File: src/rtl/note_highway.sv
// Falling-note playfield: scrolls a ROWS x LANES note shift register toward the
// judge line, judges key rises as hits, counts notes scrolling off as misses,
// and renders the registered playfield colour for the raster scanner.
//
// Ports:
//   clk, resetn        clock, synchronous active-low reset
//   tick, run, clear   scroll strobe, play enable, synchronous clear
//   note_in, note_req  pattern loaded into row 0 on advance; pulse per advance
//   key                debounced key levels (active-high)
//   px, py, colour     raster coordinate in, pixel colour out (1-cycle latency)
//   hit, miss          per-lane one-cycle judge pulses
//   hit_count, miss_count  saturating totals
module note_highway #(
    parameter int LANES         = 4,
    parameter int ROWS          = 11,
    parameter int ROW_PITCH     = 20,
    parameter int TICKS_PER_ROW = 5,
    parameter int NOTE_H        = 10,
    parameter int LANE_W        = 16,
    parameter int GAP           = 2,
    parameter int X0            = 125,
    parameter int JUDGE_Y       = 220
) (
    input  logic             clk,
    input  logic             resetn,
    input  logic             tick,
    input  logic             run,
    input  logic             clear,
    input  logic [LANES-1:0] note_in,
    output logic             note_req,
    input  logic [LANES-1:0] key,
    input  logic [8:0]       px,
    input  logic [7:0]       py,
    output logic [2:0]       colour,
    output logic [LANES-1:0] hit,
    output logic [LANES-1:0] miss,
    output logic [15:0]      hit_count,
    output logic [15:0]      miss_count
);

    localparam int STEP = ROW_PITCH / TICKS_PER_ROW;
    localparam int SW   = (TICKS_PER_ROW > 1) ? $clog2(TICKS_PER_ROW) : 1;
    localparam int PW   = $clog2(LANES + 1);
    localparam logic [SW-1:0] SUB_LAST = SW'(TICKS_PER_ROW - 1);

    logic [LANES-1:0] rows_q [ROWS];
    logic [LANES-1:0] rows_d [ROWS];
    logic [SW-1:0]    sub_q, sub_d;
    logic [LANES-1:0] key_q;
    logic [LANES-1:0] hit_q, hit_d, miss_q, miss_d;
    logic             req_q, req_d;
    logic [15:0]      hcnt_q, hcnt_d, mcnt_q, mcnt_d;
    logic [2:0]       col_q, col_d;
    logic [LANES-1:0] rise, judge, last_left;
    logic             adv;
    int               x, y, xl, top;
    logic             on_note;

    function automatic logic [PW-1:0] popcnt(input logic [LANES-1:0] v);
        logic [PW-1:0] n;
        n = '0;
        for (int i = 0; i < LANES; i++) n = n + PW'(v[i]);
        return n;
    endfunction

    function automatic logic [15:0] sat_add(input logic [15:0] c,
                                            input logic [PW-1:0] n);
        logic [16:0] s;
        s = {1'b0, c} + 17'(n);
        return s[16] ? 16'hFFFF : s[15:0];
    endfunction

    function automatic logic [2:0] lane_col(input int l);
        case (l % 4)
            0:       return 3'b101;
            1:       return 3'b110;
            2:       return 3'b011;
            default: return 3'b100;
        endcase
    endfunction

    // Scroll and judge
    always_comb begin
        rise      = key & ~key_q;
        judge     = run ? (rise & rows_q[ROWS-1]) : '0;
        // A note judged this cycle is a hit even if it also shifts out now
        last_left = rows_q[ROWS-1] & ~judge;
        adv       = tick && run && (sub_q == SUB_LAST);
        sub_d     = sub_q;
        if (tick && run) sub_d = adv ? '0 : sub_q + SW'(1);
        for (int r = 0; r < ROWS; r++) rows_d[r] = rows_q[r];
        rows_d[ROWS-1] = last_left;
        if (adv) begin
            rows_d[0] = note_in;
            for (int r = 1; r < ROWS; r++) rows_d[r] = rows_q[r-1];
        end
        hit_d  = judge;
        miss_d = adv ? last_left : '0;
        req_d  = adv;
        hcnt_d = sat_add(hcnt_q, popcnt(hit_d));
        mcnt_d = sat_add(mcnt_q, popcnt(miss_d));
    end

    // Render
    always_comb begin
        col_d   = 3'b111;
        x       = int'(px);
        y       = int'(py);
        xl      = 0;
        top     = 0;
        on_note = 1'b0;
        for (int l = 0; l < LANES; l++) begin
            xl = X0 + l * (LANE_W + GAP);
            if (x >= xl - GAP && x < xl) col_d = 3'b000;
            if (l == LANES - 1 && x >= xl + LANE_W &&
                x < xl + LANE_W + GAP) col_d = 3'b000;
            if (x >= xl && x < xl + LANE_W) begin
                on_note = 1'b0;
                for (int r = 0; r < ROWS; r++) begin
                    top = r * ROW_PITCH + int'(sub_q) * STEP;
                    if (rows_q[r][l] && top < 240 && y >= top &&
                        y <= top + NOTE_H && y < JUDGE_Y) on_note = 1'b1;
                end
                if (y == JUDGE_Y || y == JUDGE_Y + 1) col_d = 3'b000;
                else if (on_note)                     col_d = lane_col(l);
                else                                  col_d = 3'b111;
            end
        end
    end

    always_ff @(posedge clk) begin
        if (!resetn) begin
            for (int r = 0; r < ROWS; r++) rows_q[r] <= '0;
            sub_q  <= '0;
            key_q  <= '0;
            hit_q  <= '0;
            miss_q <= '0;
            req_q  <= 1'b0;
            hcnt_q <= '0;
            mcnt_q <= '0;
            col_q  <= 3'b000;
        end else begin
            key_q <= key;
            if (clear) begin
                for (int r = 0; r < ROWS; r++) rows_q[r] <= '0;
                sub_q  <= '0;
                hit_q  <= '0;
                miss_q <= '0;
                req_q  <= 1'b0;
                hcnt_q <= '0;
                mcnt_q <= '0;
                col_q  <= 3'b000;
            end else begin
                for (int r = 0; r < ROWS; r++) rows_q[r] <= rows_d[r];
                sub_q  <= sub_d;
                hit_q  <= hit_d;
                miss_q <= miss_d;
                req_q  <= req_d;
                hcnt_q <= hcnt_d;
                mcnt_q <= mcnt_d;
                col_q  <= col_d;
            end
        end
    end

    assign note_req   = req_q;
    assign colour     = col_q;
    assign hit        = hit_q;
    assign miss       = miss_q;
    assign hit_count  = hcnt_q;
    assign miss_count = mcnt_q;

endmodule

File: config.mk
export PLATFORM = sky130hd
export DESIGN_NAME = note_highway
export DESIGN_NICKNAME = d
export VERILOG_FILES = /design/src/rtl/note_highway.sv
export SDC_FILE = /design/constraint.sdc
export NUM_CORES = 1
export LEC_CHECK = 0
export BUFFER_PORTS_ARGS = -buffer_cell sky130_fd_sc_hd__buf_2
export CAP_MARGIN = 20
export CORE_MARGIN = 10
export CORE_UTILIZATION = 60
export CTS_CLUSTER_DIAMETER = 40
export DETAILED_ROUTE_END_ITERATION = 10
export PLACE_DENSITY = 0.82
export SLEW_MARGIN = 20
export SYNTH_ARGS = -nofsm -noshare
export SYNTH_HDL_FRONTEND = slang
export SYNTH_SLANG_ARGS = --single-unit
File: constraint.sdc
create_clock -name clk -period 4.49 [get_ports clk]
set_input_delay 0.449 -clock clk [delete_from_list [all_inputs] [get_ports clk]]
set_output_delay 0.449 -clock clk [all_outputs]
set_load 0.1 [all_outputs]
# Word-level counts from Yosys, hierarchy flattened
# Memory sizes are Yosys's and may differ from the RTL's.
# Index checks and enable logic that the tools add are counted.
# word_totals
regBits	51
mem_bits_rw	44
elab_cells	411
memories	1
# classes
addsub	30
n_lt_le_gt_ge	52
eq_ne	3
mux	100
n_bitwise	28
reduce_logical	189
# mem_list
memory	words	word_bits	rd	rd_ports_with_merged_regs	wr	line	text
rows_q	11	4	11	0	11	46	logic [LANES-1:0] rows_q [ROWS];
# ops
operator	n
logical AND 1 bit	187
< comparator 9 x 8 -> 1 bit, second input constant	12
2-to-1 mux 4 bit	24
greater-or-equal comparator 9 x 8 -> 1 bit, second input constant	7
2-to-1 mux 1 bit	56
2-to-1 mux 3 bit	15
2-to-1 mux 44 bit	1
adder 9 x 4 -> 10 bit, second input constant	4
less-or-equal comparator 8 x 10 -> 1 bit	4
adder 8 x 5 -> 9 bit, first input constant	4
greater-or-equal comparator 8 x 9 -> 1 bit	4
adder 16 x 3 -> 17 bit	2
< comparator 8 bit, second input constant	4
2-to-1 mux 16 bit	2
adder 8 x 4 -> 9 bit, second input constant	3
less-or-equal comparator 8 x 9 -> 1 bit	3
adder 7 x 5 -> 8 bit, first input constant	3
greater-or-equal comparator 8 bit	3
OR 1 bit	22
greater-or-equal comparator 9 x 7 -> 1 bit, second input constant	2
adder 7 x 4 -> 8 bit, second input constant	2
== test 8 x 7 -> 1 bit, second input constant	2
greater-or-equal comparator 8 x 7 -> 1 bit	2
less-or-equal comparator 8 bit	2
other kinds (23)	32

# Depth between registers and ports, before layout
# Gate-level depths: netlist of run 1.
# logic_depth
depth_word	27
mapped_depth	17
ltp_nobuf	16

# Least setup slack after synthesis of run 1
# Ideal clock, no wire load.
# synth_path
path_type	flip-flop to flip-flop
start	register sub_q[0]
end	register mcnt_q[2] (netlist: miss_count[2])
setup_ns	0.070
arrival_ns	3.584
required_time_ns	4.420
slack_ns	0.835
path_stages_with_launch	16
path_cell_list	dfxtp_1 inv_1 ha_1 nand4_1 nor2_1 fa_1 fa_1 inv_1 fa_1 nor2b_1 nand4_1 nor2_1 nand2_1 or3_1 clkbuf_1 a21oi_1
# synth_between
elab_chain_len	8
# synth_rtl
element	line	text
start: declaration	48	logic [SW-1:0] sub_q, sub_d;
start signal: assignment	155	sub_q <= sub_d;
== test 3 bit	88	adv = tick && run && (sub_q == SUB_LAST);
logical AND 1 bit	88	
2-to-1 mux 4 bit	98	miss_d = adv ? last_left : '0;
net miss_d[0]	50	logic [LANES-1:0] hit_q, hit_d, miss_q, miss_d;
adder 1 x 1 -> 2 bit	62	for (int i = 0; i < LANES; i++) n = n + PW'(v[i]);
adder 2 x 1 -> 3 bit	62	
adder 3 x 1 -> 3 bit	62	
adder 16 x 3 -> 17 bit	69	s = {1'b0, c} + 17'(n);
2-to-1 mux 16 bit	70	return s[16] ? 16'hFFFF : s[15:0];
end signal: assignment	160	mcnt_q <= mcnt_d;
end: declaration	52	logic [15:0] hcnt_q, hcnt_d, mcnt_q, mcnt_d;
# The timed path passes the listed nets, and every way through them passes these cells.
# A chain may end at the register's enable or synchronous reset.

# Final worst setup path of run 1
# layout_path
start	register sub_q[1]
end	register mcnt_q[0] (netlist: miss_count[0])
# Same word-level chain as after synthesis.

==> qor.yml, run 1 <==
synth_ff_type: "dfxtp_1"
cp_max_fo: 13
fillCellCount: 856
critPathMaxStageDelay_ns: 0.58
power_switching_share: 0.294
synth-compound-area-share: 0.164
dr_total_vias: 5480
clockBufferDepth: 2
post-route-period-util: 0.895
power.share.sequential: 0.539
cts_tree: "yes"
nNetsFinal: 871
clock_latency_ns: 0.37
ys_warn_count: 0
ios: 74
synthCells: 688
coreArea_mm2: 0.0107
antenna_left: 0
layout_common_cells: "78 x ha_1, 73 x buf_2, 55 x nor2_1"
wire_per_inst_um: 18.0
synth_simple_gate_area_share: 0.222
path_clk_slew_ns: 0.10
area_growth_syn_to_layout_pct: 10.1
post_cts_buffers: 0
ir_worst_vdd_uv: 214
final_cells: 902
layout_commonest_cell: "ha_1"
postCtsHoldBufs: 0
worst_pin_slew_ns: 0.847
diodes: 0
synth.area.mux_share: 0.00459
drv_cap: 0
placed_area_mm2: 0.00701
p_sw_uw: 511
port_buffers: 73
synthAdderAreaFrac: 0.167
firstDrtPassIters: 9
critical_path.cell_chain: "inv_1 > ha_1 > nand4_1 > nor2_1 > fa_1 > fa_1 > inv_1 > fa_1 > nor2b_1 > nand4_1 > nor2_1 > nand2_1 > or3_1 > a21oi_1"
hold_viol: 0
ys_types: 79
stdcell_area_mm2: 0.00720
cts-htree-levels: 3
cts_buffers: 9
initialDrtViolationCount: 480
die_y_um: 124
ctsResizeCount: 0
slew_violations: 0
syn_area_mm2: 0.00654
cp.arrival_ns: 4.31
avgSynthCellArea_um2: 9.51
via_per_inst: 6.08
first_global_vias: 5400
critPathKind: "flip-flop to flip-flop"
slew_headroom: 0.434
initial_utilization: 0.609
fin_ws_ns: 0.472
grt_pass1_wl_um: 26700
die_area_mm2: 0.0155
clock_sinks: 95
hold_path_class: "primary input to flip-flop"
dp_worst_setup_slack_ns: 0.569
synth-edff-count: 44
status: "finished, final reports clean"
cpMostUsedCell: "fa_1"
ys_async_sr_fraction: 0
die_w_um: 124
setup_tns_ns: 0
critPathCaptureType: "flip-flop"
power.share.clock: 0.311
rsz0062_at_grt: "no"
synth_top_family_by_area: "simple AND/OR/NAND/NOR gates"
antenna_found_initial: 0
ys_ff_latch: 95
cellLeakagePower_uw: 0.00313
grt_max_degree: 42
synth_sequential_area_ratio: 0.358
gr-total-overflow: 0
wirelength_um: 16200
rows: 38
cts_root_buf: "clkbuf_8"
p_int_uw: 1230
grt_use_total: 0.202
power_density_mw_per_mm2: 242
drive_above_1_share: 0.147
final_core_util: 0.670
synthXorXnorAreaFrac: 0.0442
finClkSkew_ns: 0.0121
period_needed_ns: 4.02
dp.cells: 886
drc: 0
startpoint_type: "flip-flop"
dp.final_hpwl_um: 12300
fmaxAchievable_ghz: 0.249
worstPathRequired_ns: 4.78
finalWeightedCongestion: 0.923
cp_slowest_cell: "or3_1"
p_comb_frac: 0.150
setup_viol: 0
-- path summary, 6_finish.rpt --
kind                                                from                        to  slack [ns]  cells past startpoint
worst min-delay path                              key[3]       key_q[3]$_SDFF_PN0_        0.31                      2
worst max register to register     sub_q[1]$_SDFFE_PN0P_  miss_count[0]$_SDFF_PN0_        0.47                     14
worst min register to register  hit_count[15]$_SDFF_PN0_  hit_count[15]$_SDFF_PN0_        0.54                      1
worst max-delay path               sub_q[1]$_SDFFE_PN0P_  miss_count[0]$_SDFF_PN0_        0.47                     14
-- power by group through the flow --
stage	clock network (uW)	registers [uW]	logic [uW]
floorplan	0	972	162
global placement	0	958	245
detailed placement	0	958	255
CTS	552	939	258
global route	585	941	288
finish	541	939	261
-- cell usage after synthesis (all sizes together), types with 9 or more instances --
| cell type | instances | area, um^2 |
|---|---|---|
| xor2 | 18 | 158 |
| nand2 | 49 | 184 |
| o21ai | 14 | 70.1 |
| clkbuf | 15 | 56.3 |
| nor2b | 9 | 56.3 |
| and2 | 51 | 320 |
| a21o | 15 | 114 |
| nand4 | 10 | 62.6 |
| ha | 78 | 976 |
| edfxtp | 44 | 1320 |
| xnor2 | 15 | 131 |
| a22oi | 14 | 105 |
| nor2 | 55 | 206 |
| dfxtp | 51 | 1020 |
| a21oi | 52 | 264 |
| inv | 37 | 139 |
| nand3 | 26 | 135 |
-- per-layer routing --
metal	vias up	GRT usage	share of wire
li1	2641	-	-
met1	2632	0.253	0.43
met2	179	0.340	0.50
met3	28	0.0362	0.051
met4	0	0.0720	0.019
met5	-	0	0
-- sequential cells by signal, summed over array words and instances (netlist names) --
name        flops
colour          3
hit             4
hit_count      16
key_q           4
miss            4
miss_count     16
note_req        1
rows_q         44
sub_q           3
-- worst max-delay path, delay by kind of cell (launching register included) --
| family | cells | cell delay, ns |
|---|---|---|
| adder cells (fa/ha/maj) | 4 | 1.40 |
| AO/OA/AOI/OAI | 1 | 0.24 |
| AND/OR/NAND/NOR | 7 | 1.56 |
| buffers and inverters | 2 | 0.25 |
| flip-flops | 1 | 0.48 |
-- through the flow --
stage / hold WS, ns / total power [uW]
3_3_place_gp: 0.495 / 1200
5_1_grt: 0.304 / 1810
4_1_cts: 0.296 / 1750
3_5_place_dp: 0.519 / 1210
2_1_floorplan: 0.504 / 1130
6_report: 0.307 / 1740
-- cell type report --
type / count / area, um^2 / share of cell area
Timing Repair Buffer: 77 / 395 / 0.0549
Clock buffer: 9 / 124 / 0.0172
Tap cell: 140 / 175 / 0.0243
Clock inverter: 7 / 67.6 / 0.00938
Sequential cell: 95 / 2340 / 0.325
Multi-Input combinational cell: 537 / 3960 / 0.550
Inverter: 37 / 139 / 0.0193
-- cell families (layout without fill, tap and decap cells) --
| logic type | after synthesis | count (layout) |
|---|---|---|
| other | 2 | 5 |
| XOR/XNOR | 33 | 33 |
| AO/OA/AOI/OAI | 153 | 153 |
| adder cells (fa/ha/maj) | 84 | 84 |
| flip-flops | 95 | 95 |
| buffers and inverters | 59 | 130 |
| multiplexers | 3 | 3 |
| AND/OR/NAND/NOR | 259 | 259 |
(Power assumes the default switching activity.)
==> run 2, diff against run 1 <==
--- a/config.mk
+++ b/config.mk
@@ -5,13 +5,14 @@
 export SDC_FILE = /design/constraint.sdc
 export NUM_CORES = 1
 export LEC_CHECK = 0
+export ABC_AREA = 1
 export BUFFER_PORTS_ARGS = -buffer_cell sky130_fd_sc_hd__buf_2
 export CAP_MARGIN = 20
 export CORE_MARGIN = 10
 export CORE_UTILIZATION = 60
 export CTS_CLUSTER_DIAMETER = 40
 export DETAILED_ROUTE_END_ITERATION = 10
-export PLACE_DENSITY = 0.82
+export PLACE_DENSITY = 0.81
 export SLEW_MARGIN = 20
 export SYNTH_ARGS = -nofsm -noshare
 export SYNTH_HDL_FRONTEND = slang
==> run 2 against run 1 <==
  * Sequential power about the same
  * Combinational power up 21%
  * Synthesized cell count up 50%
  * Clock-buffer cell count up 2
  * Register-to-register slack better by 0.31 ns
  * First-iteration DRC count down 2.9%
  * Non-clock buffer count up 1
  * Hold slack worse by 0.012 ns
  * Routed wire length up 8.4%
  * Largest cell class unchanged
  * Largest power group unchanged
==> qor.yml, run 2 <==
grt_pass1_wl_um: 28600  # was 26700 um
fmaxAchievable_ghz: 0.270  # was 0.249 GHz
dp.cells: 1244  # was 886
synth_sequential_area_ratio: 0.323  # was 0.358
r2r-start: "sub_q[0]$_SDFFE_PN0P_"  # was sub_q[1]$_SDFFE_PN0P_
synth_ff_type: "dfxtp_1"  # unchanged
path_clk_slew_ns: 0.07  # was 0.10 ns
clock_sinks: 95  # unchanged
fillCellCount: 1062  # was 856
synth_commonest_cells: "212 x nand2_1, 178 x inv_1, 170 x nor2_1"  # was 78 x ha_1, 55 x nor2_1, 51 x a21oi_1, 51 x dfxtp_1, 50 x and2_1
ys_ff_latch: 95  # unchanged
cts-htree-levels: 3  # unchanged
coreArea_mm2: 0.0119  # was 0.0107 mm^2
power_density_mw_per_mm2: 250  # was 242 mW/mm^2
crit_start: "sub_q[0]$_SDFFE_PN0P_"  # was sub_q[1]$_SDFFE_PN0P_
ir_worst_vdd_uv: 289  # was 214 uV
clock_latency_ns: 0.35  # was 0.37 ns
hold_viol: 0  # unchanged
first_global_vias: 6112  # was 5400
wire_per_inst_um: 13.9  # was 18.0 um
synthCells: 1029  # was 688
cts_tree: "yes"  # unchanged
critPathCaptureType: "flip-flop"  # unchanged
ios: 74  # unchanged
hold-worst-slack_ns: 0.295  # was 0.307 ns
cts_root_buf: "clkbuf_16"  # was clkbuf_8
grt_max_degree: 49  # was 42
syn_area_mm2: 0.00726  # was 0.00654 mm^2
die_y_um: 130  # was 124 um
final_cells: 1260  # was 902
startpoint_type: "flip-flop"  # unchanged
cpMostUsedCell: "nor2_1"  # was fa_1
synth-edff-count: 44  # unchanged
setup_viol: 0  # unchanged
endpoint: "miss_count[4]$_SDFF_PN0_"  # was miss_count[0]$_SDFF_PN0_
initial_utilization: 0.609  # about the same
die_w_um: 130  # was 124 um
post-route-period-util: 0.825  # was 0.895
cp_max_fo: 10  # was 13
dr_total_vias: 6633  # was 5480
synth.top_cell.area_share: 0.182  # was 0.202
port_buffers: 73  # unchanged
synthTopCellsByArea: "edfxtp_1 18%, dfxtp_1 14%, ha_1 13%"  # was edfxtp_1 20%, dfxtp_1 16%, ha_1 15%
firstDrtPassIters: 6  # was 9
whs_path_depth: 3  # was 2
setup_tns_ns: 0  # unchanged
worst_pin_slew_ns: 0.532  # was 0.847 ns
ff2ff_path_depth: 19  # was 14
ctsResizeCount: 0  # unchanged
grt_use_total: 0.208  # was 0.202
finalWeightedCongestion: 0.907  # was 0.923
dp.final_hpwl_um: 13500  # was 12300 um
ys_warn_count: 0  # unchanged
ys_async_sr_fraction: 0  # unchanged
rows: 40  # was 38
postCtsHoldBufs: 0  # unchanged
period_needed_ns: 3.70  # was 4.02 ns
slew_headroom: 0.645  # was 0.434
via_per_inst: 5.26  # was 6.08
die_area_mm2: 0.0169  # was 0.0155 mm^2
cp_slowest_cell: "dfxtp_1"  # was or3_1
critPathMaxStageDelay_ns: 0.54  # was 0.58 ns
cellLeakagePower_uw: 0.00406  # was 0.00313 uW
critPathKind: "flip-flop to flip-flop"  # unchanged
cp.arrival_ns: 3.98  # was 4.31 ns
clockBufferDepth: 2  # unchanged
antenna_found_initial: 0  # unchanged
synth_top_area_cell: "edfxtp_1"  # unchanged
top_register: "rows_q"  # unchanged
ys_types: 50  # was 79
r2r-end: "miss_count[4]$_SDFF_PN0_"  # was miss_count[0]$_SDFF_PN0_
yosysMostFrequentCell: "nand2_1"  # was ha_1
layout_commonest_cell: "nand2_1"  # was ha_1
wirelength_um: 17500  # was 16200 um
avgSynthCellArea_um2: 7.05  # was 9.51 um^2
layout_common_cells: "212 x nand2_1, 178 x inv_1, 170 x nor2_1"  # was 78 x ha_1, 73 x buf_2, 55 x nor2_1
drive_above_1_share: 0.113  # was 0.147
finClkSkew_ns: 0.00771  # was 0.0121 ns
largest_reg_flops: 44  # unchanged
final_core_util: 0.680  # was 0.670
worstPathRequired_ns: 4.77  # was 4.78 ns
antenna_left: 0  # unchanged
slew_violations: 0  # unchanged
rsz0062_at_grt: "no"  # unchanged
diodes: 0  # unchanged
drc: 0  # unchanged
drv_cap: 0  # unchanged
hold_path_class: "primary input to flip-flop"  # unchanged
cts_buffers: 9  # unchanged
nNetsFinal: 1222  # was 871
initialDrtViolationCount: 466  # was 480
gr-total-overflow: 0  # unchanged
r2r_slack_ns: 0.79  # was 0.47 ns
critical_path.cell_chain: "inv_1 > ha_1 > nand3_2 > nor2_1 > fa_1 > fa_1 > inv_1 > fa_1 > nor2_1 > nand4_1 > nor2_1 > inv_1 > nor2_1 > nand3_1 > nor2_1 > nand2_1 > inv_2 > nor2_1 > nor2_1"  # was inv_1 > ha_1 > nand4_1 > nor2_1 > fa_1 > fa_1 > inv_1 > fa_1 > nor2b_1 > nand4_1 > nor2_1 > nand2_1 > or3_1 > a21oi_1
area_growth_syn_to_layout_pct: 11.6  # was 10.1%
status: "finished, final reports clean"  # unchanged
post_cts_buffers: 0  # unchanged
==> run 2: worst min path at each step <==
stage / startpoint / endpoint
after floorplan: key_q[0]$_SDFF_PN0_ / hit[0]$_SDFF_PN0_
final: key[1] / key_q[1]$_SDFF_PN0_
after global placement: hit_count[14]$_SDFF_PN0_ / hit_count[14]$_SDFF_PN0_
after CTS: key[1] / key_q[1]$_SDFF_PN0_
after detailed placement: hit_count[14]$_SDFF_PN0_ / hit_count[14]$_SDFF_PN0_
after global routing: key[1] / key_q[1]$_SDFF_PN0_
==> run 2: critical path: cells and delay by family, from the launching register on <==
kind	cells	cell delay (ns)
buffers and inverters	4	0.44
adder cells (fa/ha/maj)	4	1.35
AND/OR/NAND/NOR	11	1.30
flip-flops	1	0.54
==> run 2: cells by family (layout without fill, tap and decap cells) <==
group / after synthesis / in the layout / synth area share
other: 2 / 5 / 0.00103
DFF: 95 / 95 / 0.323
AOI/OAI and AO/OA: 107 / 107 / 0.0832
xor gates and xnor gates: 24 / 24 / 0.0290
buffers and inverters: 196 / 277 / 0.103
adders and majority gates: 84 / 84 / 0.151
and+or+nand+nor: 521 / 521 / 0.310
==> run 2: per-stage QoR <==
stage / worst slack (ns) / instance area, um^2 / total power [uW]
global route: 0.398 / 8100 / 2120
detailed placement: 0.814 / 7790 / 1270
floorplan: 1.14 / 7270 / 1170
global placement: 0.889 / 7790 / 1260
CTS: 0.799 / 8100 / 2040
finish: 0.787 / 8100 / 2030
==> run 2: report_power, final <==
group          total [uW]  internal, uW  switching (uW)
Combinational         316          98.4             217
Clock                 774           432             342
Sequential            939           925            13.6
==> run 2: per-layer routing <==
metal,wire [um],global-route usage,vias up,share of wire
met5,0,0,-,0
met4,365,0.0714,0,0.021
met3,1040,0.0377,30,0.059
met2,8070,0.334,166,0.46
met1,8080,0.275,3003,0.46
li1,-,-,3434,-
==> run 2: area by class of cell <==
class | count | area, um^2 | area share
inverters | 183 | 687 | 0.0848
flip-flops and latches | 95 | 2340 | 0.289
clock inverters | 5 | 42.5 | 0.00525
well taps | 147 | 184 | 0.0227
repair buffers | 78 | 403 | 0.0497
clock buffers | 11 | 264 | 0.0326
multi-input cells | 741 | 4180 | 0.516
